--- src/rtl/cache_refill_ctrl_if.sv ---
// rtl/cache_refill_ctrl_if.sv - Miss, memory-bus, fill and LRU signal bundle for cache_refill_ctrl
interface cache_refill_ctrl_if #(
    parameter int INDEX_W    = 8,
    parameter int LINE_WORDS = 4,
    parameter int TAG_W      = 32 - INDEX_W - $clog2(LINE_WORDS) - 2
);
    logic                        miss_req;
    logic [31:0]                 miss_addr;
    logic                        miss_ack;
    logic                        way_sel;
    logic [1:0]                  vic_valid;
    logic [1:0]                  vic_dirty;
    logic [2*TAG_W-1:0]          vic_tag;
    logic [2*LINE_WORDS*32-1:0]  vic_line;
    logic                        wr_req;
    logic [31:0]                 wr_addr;
    logic [LINE_WORDS*32-1:0]    wr_data;
    logic                        wr_rdy;
    logic                        rd_req;
    logic [31:0]                 rd_addr;
    logic                        rd_rdy;
    logic                        ret_valid;
    logic                        ret_last;
    logic [31:0]                 ret_data;
    logic [1:0]                  fill_we;
    logic [INDEX_W-1:0]          fill_index;
    logic [TAG_W-1:0]            fill_tag;
    logic [LINE_WORDS*32-1:0]    fill_line;
    logic                        way_sel_update;
    logic [1:0]                  hit;
    logic [INDEX_W-1:0]          lru_addr;

    // Controller side
    modport master (
        input  miss_req, miss_addr, way_sel, vic_valid, vic_dirty, vic_tag, vic_line,
               wr_rdy, rd_rdy, ret_valid, ret_last, ret_data,
        output miss_ack, wr_req, wr_addr, wr_data, rd_req, rd_addr,
               fill_we, fill_index, fill_tag, fill_line, way_sel_update, hit, lru_addr
    );

    // Pipeline / memory / RAM / LRU side
    modport slave (
        output miss_req, miss_addr, way_sel, vic_valid, vic_dirty, vic_tag, vic_line,
               wr_rdy, rd_rdy, ret_valid, ret_last, ret_data,
        input  miss_ack, wr_req, wr_addr, wr_data, rd_req, rd_addr,
               fill_we, fill_index, fill_tag, fill_line, way_sel_update, hit, lru_addr
    );
endinterface

--- src/rtl/cache_refill_ctrl.sv ---
// rtl/cache_refill_ctrl.sv - 2-way cache miss refill controller; CACHE_WRITEBACK_EN adds dirty-victim write-back
module cache_refill_ctrl #(
    parameter int INDEX_W    = 8,
    parameter int LINE_WORDS = 4,
    parameter int TAG_W      = 32 - INDEX_W - $clog2(LINE_WORDS) - 2
) (
    input  logic                clk,
    input  logic                rst,
    cache_refill_ctrl_if.master bus
);
    localparam int OFF_W  = $clog2(LINE_WORDS) + 2;
    localparam int CNT_W  = $clog2(LINE_WORDS);
    localparam int LINE_W = LINE_WORDS * 32;

    localparam logic [2:0] S_IDLE   = 3'd0;
    localparam logic [2:0] S_WB     = 3'd1;
    localparam logic [2:0] S_RD     = 3'd2;
    localparam logic [2:0] S_REFILL = 3'd3;
    localparam logic [2:0] S_UPDATE = 3'd4;
    localparam logic [2:0] S_ACK    = 3'd5;

    logic [2:0]         r_state;
    logic [INDEX_W-1:0] r_index;
    logic [TAG_W-1:0]   r_tag;
    logic               r_way;
    logic [CNT_W-1:0]   r_cnt;
    logic [LINE_W-1:0]  r_buf;

    logic [INDEX_W-1:0] w_miss_index;
    logic [TAG_W-1:0]   w_miss_tag;
    logic               w_go_wb;
    logic [1:0]         w_way_onehot;

    assign w_miss_index = bus.miss_addr[OFF_W +: INDEX_W];
    assign w_miss_tag   = bus.miss_addr[31 -: TAG_W];
    assign w_way_onehot = r_way ? 2'b10 : 2'b01;

`ifdef CACHE_WRITEBACK_EN
    logic [TAG_W-1:0]  r_vic_tag;
    logic [LINE_W-1:0] r_vic_line;
    logic              w_unused;

    assign w_go_wb  = bus.vic_valid[bus.way_sel] & bus.vic_dirty[bus.way_sel];
    assign w_unused = ^bus.miss_addr[OFF_W-1:0];

    // Snapshot the chosen victim's tag and data when the miss is accepted
    always_ff @(posedge clk) begin
        if (rst) begin
            r_vic_tag  <= '0;
            r_vic_line <= '0;
        end else if (r_state == S_IDLE && bus.miss_req) begin
            r_vic_tag  <= bus.way_sel ? bus.vic_tag[2*TAG_W-1:TAG_W] : bus.vic_tag[TAG_W-1:0];
            r_vic_line <= bus.way_sel ? bus.vic_line[2*LINE_W-1:LINE_W] : bus.vic_line[LINE_W-1:0];
        end
    end

    assign bus.wr_req  = (r_state == S_WB);
    assign bus.wr_addr = (r_state == S_WB) ? {r_vic_tag, r_index, {OFF_W{1'b0}}} : 32'd0;
    assign bus.wr_data = (r_state == S_WB) ? r_vic_line : '0;
`else
    logic w_unused;

    // Write-through: a victim never needs writing back, so its metadata is irrelevant
    assign w_go_wb  = 1'b0;
    assign w_unused = ^{bus.vic_valid, bus.vic_dirty, bus.vic_tag, bus.vic_line,
                        bus.wr_rdy, bus.miss_addr[OFF_W-1:0]};

    assign bus.wr_req  = 1'b0;
    assign bus.wr_addr = 32'd0;
    assign bus.wr_data = '0;
`endif

    // Miss sequencing: accept, optional write-back, read request, beat collection, fill, acknowledge
    always_ff @(posedge clk) begin
        if (rst) begin
            r_state <= S_IDLE;
            r_index <= '0;
            r_tag   <= '0;
            r_way   <= 1'b0;
            r_cnt   <= '0;
            r_buf   <= '0;
        end else begin
            case (r_state)
                S_IDLE: begin
                    if (bus.miss_req) begin
                        r_index <= w_miss_index;
                        r_tag   <= w_miss_tag;
                        r_way   <= bus.way_sel;
                        r_state <= w_go_wb ? S_WB : S_RD;
                    end
                end
`ifdef CACHE_WRITEBACK_EN
                S_WB: begin
                    if (bus.wr_rdy) begin
                        r_state <= S_RD;
                    end
                end
`endif
                S_RD: begin
                    r_cnt <= '0;
                    if (bus.rd_rdy) begin
                        r_state <= S_REFILL;
                    end
                end
                S_REFILL: begin
                    // ret_last decides completion; the counter simply wraps
                    if (bus.ret_valid) begin
                        r_buf[32*int'(r_cnt) +: 32] <= bus.ret_data;
                        r_cnt <= r_cnt + CNT_W'(1);
                        if (bus.ret_last) begin
                            r_state <= S_UPDATE;
                        end
                    end
                end
                S_UPDATE: r_state <= S_ACK;
                S_ACK:    r_state <= S_IDLE;
                default:  r_state <= S_IDLE;
            endcase
        end
    end

    // Memory read request for the missing line
    assign bus.rd_req  = (r_state == S_RD);
    assign bus.rd_addr = (r_state == S_RD) ? {r_tag, r_index, {OFF_W{1'b0}}} : 32'd0;

    // Tag/data RAM fill and LRU most-recently-used update, both confined to UPDATE
    assign bus.fill_we        = (r_state == S_UPDATE) ? w_way_onehot : 2'b00;
    assign bus.fill_index     = (r_state == S_UPDATE) ? r_index : '0;
    assign bus.fill_tag       = (r_state == S_UPDATE) ? r_tag : '0;
    assign bus.fill_line      = (r_state == S_UPDATE) ? r_buf : '0;
    assign bus.way_sel_update = (r_state == S_UPDATE);
    assign bus.hit            = (r_state == S_UPDATE) ? w_way_onehot : 2'b00;

    // LRU looks up the incoming miss index while idle so way_sel is ready the same cycle
    assign bus.lru_addr = (r_state == S_IDLE) ? w_miss_index : r_index;
    assign bus.miss_ack = (r_state == S_ACK);
endmodule

--- src/flat_wrapper.sv ---
// flat-port wrapper written by rule: the top's interface ports become plain ports
module cache_refill_ctrl_flat 
#(
    parameter int INDEX_W    = 8,
    parameter int LINE_WORDS = 4,
    parameter int TAG_W      = 32 - INDEX_W - $clog2(LINE_WORDS) - 2
)
  (clk, rst, bus_miss_req, bus_miss_addr, bus_way_sel, bus_vic_valid, bus_vic_dirty, bus_vic_tag, bus_vic_line, bus_wr_rdy, bus_rd_rdy, bus_ret_valid, bus_ret_last, bus_ret_data, bus_miss_ack, bus_wr_req, bus_wr_addr, bus_wr_data, bus_rd_req, bus_rd_addr, bus_fill_we, bus_fill_index, bus_fill_tag, bus_fill_line, bus_way_sel_update, bus_hit, bus_lru_addr);
  cache_refill_ctrl_if #(.INDEX_W(INDEX_W), .LINE_WORDS(LINE_WORDS), .TAG_W(TAG_W)) bus_i ();
  input  logic clk;
  input  logic rst;
  input wire logic [$bits(bus_i.miss_req)-1:0] bus_miss_req;
  input wire logic [$bits(bus_i.miss_addr)-1:0] bus_miss_addr;
  input wire logic [$bits(bus_i.way_sel)-1:0] bus_way_sel;
  input wire logic [$bits(bus_i.vic_valid)-1:0] bus_vic_valid;
  input wire logic [$bits(bus_i.vic_dirty)-1:0] bus_vic_dirty;
  input wire logic [$bits(bus_i.vic_tag)-1:0] bus_vic_tag;
  input wire logic [$bits(bus_i.vic_line)-1:0] bus_vic_line;
  input wire logic [$bits(bus_i.wr_rdy)-1:0] bus_wr_rdy;
  input wire logic [$bits(bus_i.rd_rdy)-1:0] bus_rd_rdy;
  input wire logic [$bits(bus_i.ret_valid)-1:0] bus_ret_valid;
  input wire logic [$bits(bus_i.ret_last)-1:0] bus_ret_last;
  input wire logic [$bits(bus_i.ret_data)-1:0] bus_ret_data;
  output wire logic [$bits(bus_i.miss_ack)-1:0] bus_miss_ack;
  output wire logic [$bits(bus_i.wr_req)-1:0] bus_wr_req;
  output wire logic [$bits(bus_i.wr_addr)-1:0] bus_wr_addr;
  output wire logic [$bits(bus_i.wr_data)-1:0] bus_wr_data;
  output wire logic [$bits(bus_i.rd_req)-1:0] bus_rd_req;
  output wire logic [$bits(bus_i.rd_addr)-1:0] bus_rd_addr;
  output wire logic [$bits(bus_i.fill_we)-1:0] bus_fill_we;
  output wire logic [$bits(bus_i.fill_index)-1:0] bus_fill_index;
  output wire logic [$bits(bus_i.fill_tag)-1:0] bus_fill_tag;
  output wire logic [$bits(bus_i.fill_line)-1:0] bus_fill_line;
  output wire logic [$bits(bus_i.way_sel_update)-1:0] bus_way_sel_update;
  output wire logic [$bits(bus_i.hit)-1:0] bus_hit;
  output wire logic [$bits(bus_i.lru_addr)-1:0] bus_lru_addr;
  assign bus_i.miss_req = bus_miss_req;
  assign bus_i.miss_addr = bus_miss_addr;
  assign bus_i.way_sel = bus_way_sel;
  assign bus_i.vic_valid = bus_vic_valid;
  assign bus_i.vic_dirty = bus_vic_dirty;
  assign bus_i.vic_tag = bus_vic_tag;
  assign bus_i.vic_line = bus_vic_line;
  assign bus_i.wr_rdy = bus_wr_rdy;
  assign bus_i.rd_rdy = bus_rd_rdy;
  assign bus_i.ret_valid = bus_ret_valid;
  assign bus_i.ret_last = bus_ret_last;
  assign bus_i.ret_data = bus_ret_data;
  assign bus_miss_ack = bus_i.miss_ack;
  assign bus_wr_req = bus_i.wr_req;
  assign bus_wr_addr = bus_i.wr_addr;
  assign bus_wr_data = bus_i.wr_data;
  assign bus_rd_req = bus_i.rd_req;
  assign bus_rd_addr = bus_i.rd_addr;
  assign bus_fill_we = bus_i.fill_we;
  assign bus_fill_index = bus_i.fill_index;
  assign bus_fill_tag = bus_i.fill_tag;
  assign bus_fill_line = bus_i.fill_line;
  assign bus_way_sel_update = bus_i.way_sel_update;
  assign bus_hit = bus_i.hit;
  assign bus_lru_addr = bus_i.lru_addr;
  cache_refill_ctrl #(.INDEX_W(INDEX_W), .LINE_WORDS(LINE_WORDS), .TAG_W(TAG_W)) u_core (.clk(clk), .rst(rst), .bus(bus_i));
endmodule
--- config.mk ---
export PLATFORM = sky130hd
export DESIGN_NAME = cache_refill_ctrl_flat
export DESIGN_NICKNAME = d
export VERILOG_FILES = /design/src/rtl/cache_refill_ctrl_if.sv /design/src/rtl/cache_refill_ctrl.sv /design/src/flat_wrapper.sv
export SDC_FILE = /design/constraint.sdc
export NUM_CORES = 1
export LEC_CHECK = 0
export ABC_AREA = 1
export CAP_MARGIN = 25
export CORE_AREA = 2 2 287 289
export DETAILED_ROUTE_END_ITERATION = 16
export DIE_AREA = 0 0 289 291
export GPL_TIMING_DRIVEN = 0
export HOLD_SLACK_MARGIN = 0.02
export PLACE_DENSITY = 0.45
export SLEW_MARGIN = 20
export SYNTH_ARGS = -nofsm -noshare
export SYNTH_HDL_FRONTEND = slang
export SYNTH_SLANG_ARGS = --single-unit
export TNS_END_PERCENT = 30
--- constraint.sdc ---
create_clock -name clk -period 2.73 [get_ports clk]
set_input_delay 0.546 -clock clk [delete_from_list [all_inputs] [get_ports clk]]
set_output_delay 0.546 -clock clk [all_outputs]
set_load 0.1 [all_outputs]
# Word-level counts from Yosys, hierarchy flattened
# Cells that the tools add are included.
dict set report word_totals {
  elab_cells 39
  input_bits 372
  output_inout_bits 364
  register_bits 162
}
dict set report op_classes {
  n_reduce_logical 6
  addsub 2
  n_eq_ne 8
  shifts 2
  mux 15
}
# cell n
set op_table {}
lappend op_table {{$bwmux W128} 1}
lappend op_table {{$mux W128} 1}
lappend op_table {{$shift A32 B33 Y128 const A} 1}
lappend op_table {{$shiftx A32 B33 Y128} 1}
lappend op_table {{$neg A7 Y33} 1}
lappend op_table {{$mux W32} 1}
lappend op_table {{$mux W20} 1}
lappend op_table {{$mux W8} 2}
lappend op_table {{$mux W3} 4}
lappend op_table {{$pmux W3 S4} 1}
lappend op_table {{$ne A2 B2 Y1 const B} 4}
lappend op_table {{$eq A3 B2 Y1 const B} 2}
lappend op_table {{$eq A3 B3 Y1 const B} 2}
lappend op_table {{$mux W2} 3}
lappend op_table {{$reduce_and A2 Y1} 3}
lappend op_table {{$pmux W2 S2} 1}
lappend op_table {{$reduce_and A4 Y1} 1}
lappend op_table {{$logic_not A3 Y1} 1}
lappend op_table {{$add A2 B1 Y2 const B} 1}
lappend op_table {{$reduce_bool A2 Y1} 1}

# Logic depth before layout (Yosys ltp)
dict set report logic_depth {
  depth_word 3
  ltp_mapped 11
  mapped_depth_nobuf 9
}

# Worst setup path after synthesis
# Ideal clock, no wire load.
dict set report synth_timing {
  kind {reg-to-output}
  start {register u_core.r_state[0]}
  end {output bus_lru_addr[0]}
  path_buffers 1
  t_required_ns 2.184
  arrival_time_ns 2.946
  setup_slack_ns -0.762
  path_stages_with_launch 6
  path_cell_list {dfxtp_1 -> inv_1 -> nand2_1 -> nor2_4 -> clkbuf_1 -> o21ai_0}
}
dict set report synth_via {
  elab_chain_len 2
}
# element line
set synth_rtl {}
lappend synth_rtl {{start, declared} cache_refill_ctrl.sv:22} ;# logic [2:0] r_state;
lappend synth_rtl {{start signal, assigned} cache_refill_ctrl.sv:89} ;# r_state <= w_go_wb ? S_WB : S_RD;
lappend synth_rtl {{$logic_not A3 Y1} cache_refill_ctrl.sv:135} ;# assign bus.lru_addr = (r_state == S_IDLE) ? w_miss_index : r_index;
lappend synth_rtl {{$mux W8} cache_refill_ctrl.sv:135}
lappend synth_rtl {{end, declared} flat_wrapper.sv:36} ;# output wire logic [$bits(bus_i.lru_addr)-1:0] bus_lru_addr;
# No other way between the ends.

# Worst setup path after layout
dict set report layout_timing {
  start {register u_core.r_state[1]}
  end {output bus_fill_line[99]}
}
dict set report layout_via {
  elab_chain_len 2
}
# element line
set layout_rtl {}
lappend layout_rtl {{$eq A3 B3 Y1} cache_refill_ctrl.sv:130} ;# assign bus.fill_line = (r_state == S_UPDATE) ? r_buf : '0;
lappend layout_rtl {{$mux W128} cache_refill_ctrl.sv:130}
lappend layout_rtl {{end, declared} flat_wrapper.sv:33} ;# output wire logic [$bits(bus_i.fill_line)-1:0] bus_fill_line;
# No other way between the ends.

==> results.json <==
{
  "path_max_fanout": 10,
  "antenna_found_initial": 4,
  "fp.dieH_um": 291,
  "regToRegEndpoint": "u_core.r_buf[118]",
  "hold_path_class": "in2reg",
  "grt.total_usage": 0.1078,
  "power_mw": 7.732,
  "cp-end-kind": "output pin",
  "drive_gt1_frac": 0.2484,
  "synth.distinct_cells": 20,
  "outcome": "finished, final reports clean",
  "vias": 10100,
  "maxCapViolations": 0,
  "yosys_warnings": 0,
  "skew_ns": 0.01532,
  "worstPathArrival_ns": 2.17,
  "cts_tree": "yes",
  "ioPinCount": 736,
  "root_buffer": "clkbuf_16",
  "fmax_ghz": 0.3676,
  "drcViolationCount": 0,
  "rsz0062_at_grt": "true",
  "synthToLayoutAreaGrowth_pct": 58.14,
  "seqCellArea_um2": 3243,
  "htree_levels": 4,
  "dp_cells": 3134,
  "period_needed_ns": 2.720,
  "critical-path-slowest-cell": "dfxtp_1",
  "whs_path_depth": 2,
  "crit_type": "reg2out",
  "hp-start": "rst",
  "fillers": 9444,
  "crit_family": "buffers and inverters",
  "r2r_slack_ns": 0.26,
  "drt_iter0_markers": 414,
  "multi_input_area_um2": 4932,
  "insertion_delay_ns": 0.49,
  "tightest_slew_ns": 0.8441,
  "synth.area.top_cells": "dfxtp_1 33%, nor2_1 18%, nand2_1 16%, buf_4 14%, inv_1 7.4%",
  "dp_worst_setup_slack_ns": -1.393,
  "firstDrtPassIters": 5,
  "synth_top_area_cell": "dfxtp_1",
  "peakVddDrop_uv": 454.8,
  "cp.required_ns": 2.18,
  "max-slew-margin-rel": 0.4373,
  "p_leak_nw": 6.652,
  "critical_path.cell_chain": "buf_4 -> inv_4 -> nand3_4 -> clkbuf_8 -> buf_6 -> clkbuf_4 -> nor2_1 -> buf_16",
  "die_area_um2": 84100,
  "startpoint_type": "flop",
  "grt-ovfl-total": 0,
  "post_drt_wl_per_cell_um": 14.50,
  "hpwl_mm": 38.31,
  "reg2reg_from": "u_core.r_cnt[0]",
  "ctsHoldBuffers": 0,
  "core_um2": 81190,
  "numCtsBuffers": 17,
  "first_global_vias": 9666,
  "num-nets-final": 2446,
  "synth-seq-area-share": 0.3342,
  "io_buffers": 264,
  "drt-total-wl_mm": 45.69,
  "synth_area_per_cell_um2": 5.993,
  "worst-path-buf-inv": 6,
  "clockBufferDepth": 2,
  "vias_per_cell": 3.204,
  "place_congestion": 0.8067,
  "synthCells": 1619,
  "final_core_util": 0.1890,
  "grt_first_pass_wirelength_mm": 64.69,
  "slew_violations": 0,
  "synth-seq-cells": 162,
  "hold_viol": 0,
  "grt_max_degree": 17,
  "critPathMaxStageDelay_ns": 0.30,
  "worst_hold_path.endpoint": "u_core.r_index[7]",
  "ff2ff_path_depth": 9,
  "netlist_area_um2": 9703,
  "cellPowerDensity_nw_per_um2": 503.9,
  "start_util": 0.1195,
  "dieWidth_um": 289,
  "setup_slack_ns": 0.009785,
  "synth_top_area_share": 0.3342,
  "clkSinkCount": 162,
  "ant_nets": 0,
  "finalNonFillerCells": 3151,
  "finalHoldWorstSlack_ns": 0.4591,
  "post-route-period-util": 0.9964,
  "worst_setup_hold_path_clk_slew_ns": 0.08,
  "row_count": 105,
  "diodes": 0,
  "final-setup-viol-count": 0
}
==> cells by family after synthesis <==
group                    share of synthesized area
AO/OA/AOI/OAI                              0.03095
AND/OR/NAND/NOR                             0.3799
buffers and inverters                       0.2481
other                                    0.0003865
flip-flops                                  0.3342
adder cells (fa/ha/maj)                   0.006447
==> report_power, final <==
part	total, mW	switching (mW)	internal, mW
logic	2.66	2.11	0.545
registers	2.48	0.0423	2.44
clock network	2.59	1.19	1.41
==> registers in the layout (all words and copies together), names as in the netlist <==
name	flops
u_core.r_state	3
u_core.r_way	1
u_core.r_buf	128
u_core.r_index	8
u_core.r_tag	20
u_core.r_cnt	2
==> synthesized netlist by cell type <==
cell type	n
nor2_1	454
nand2_1	414
inv_1	192
buf_4	175
dfxtp_1	162
a21oi_1	49
clkbuf_1	44
buf_2	37
nand3_1	35
nand4_1	23
o21ai_0	11
ha_1	5
nor2_4	5
buf_1	4
nor3_1	3
inv_2	2
conb_1	1
nand3_2	1
nand4_4	1
nor2_2	1
==> worst max-delay path by stage <==
stage | end | slack (ns) | cells after the start | startpoint
detailed placement | bus_fill_line[63] | -1.39 | 9 | u_core.r_state[1]
floorplan | bus_fill_index[0] | -0.14 | 6 | u_core.r_state[1]
global placement | bus_fill_line[95] | -1.64 | 7 | u_core.r_state[1]
CTS | bus_fill_line[42] | -0.15 | 7 | u_core.r_state[1]
global route | bus_fill_line[99] | -0.11 | 8 | u_core.r_state[1]
finish | bus_fill_line[99] | 0.01 | 8 | u_core.r_state[1]
==> placed cells by master (no fill, tap or decap), types with 2 or more instances in the layout <==
cell type	netlist	final
clkbuf_1	44	34
inv_1	192	190
o21ai_2	0	7
buf_6	0	14
buf_2	37	80
clkdlybuf4s50_1	0	65
clkbuf_2	0	5
clkbuf_8	0	3
buf_8	0	3
o21ai_0	11	3
a21oi_1	49	49
nand2_1	414	414
nand3_1	35	34
nand4_1	23	23
dfxtp_1	162	162
inv_6	0	5
nor3_2	0	2
inv_8	0	3
buf_16	0	14
nor2_4	5	28
ha_1	5	5
buf_1	4	4
inv_2	2	3
nor2_1	454	414
buf_4	175	245
clkbuf_4	0	32
nor2_2	1	18
bufinv_16	0	2
conb_1	1	165
clkbuf_16	0	18
buf_12	0	27
==> repair_timing <==
action	in CTS	in global routing
setup buffers	1	0
hold endpoints to repair	0	0
endpoints found under the setup margin	199	167
resized for setup	1028	207
pin swaps	1	1
==> worst register-to-register path, cell delays in order (launching register included) <==
cell      delay, ns
dfxtp_1        0.38
inv_1          0.11
clkbuf_1       0.42
ha_1           0.38
nor2_1         0.34
clkbuf_1       0.38
nand2_1        0.11
nand2_1        0.10
nand2_1        0.10
nor2_1         0.10
==> through the flow <==
stage	setup TNS (ns)	area [µm²]
2_1_floorplan	-14.99	10360
3_3_place_gp	-209.49	14350
3_5_place_dp	-158.73	14770
4_1_cts	-4.375	15150
5_1_grt	-0.7089	15340
6_report	0	15340
==> cell type report <==
| type | instances | share of cell area |
|---|---|---|
| multi-input combinational | 1167 | 0.3214 |
| sequential | 162 | 0.2114 |
| timing repair buffer | 267 | 0.1781 |
| buffer | 260 | 0.1146 |
| tap | 1070 | 0.08725 |
| inverter | 194 | 0.04762 |
| clock buffer | 18 | 0.02862 |
| clock inverter | 13 | 0.01109 |
==> metal layers <==
layer | share of wire | global-route usage
met5 | 0.00066 | 0
met4 | 0.020 | 0.03269
met3 | 0.082 | 0.03848
met2 | 0.47 | 0.1789
met1 | 0.43 | 0.1293
Note: power is estimated with default switching activity, not from simulation.
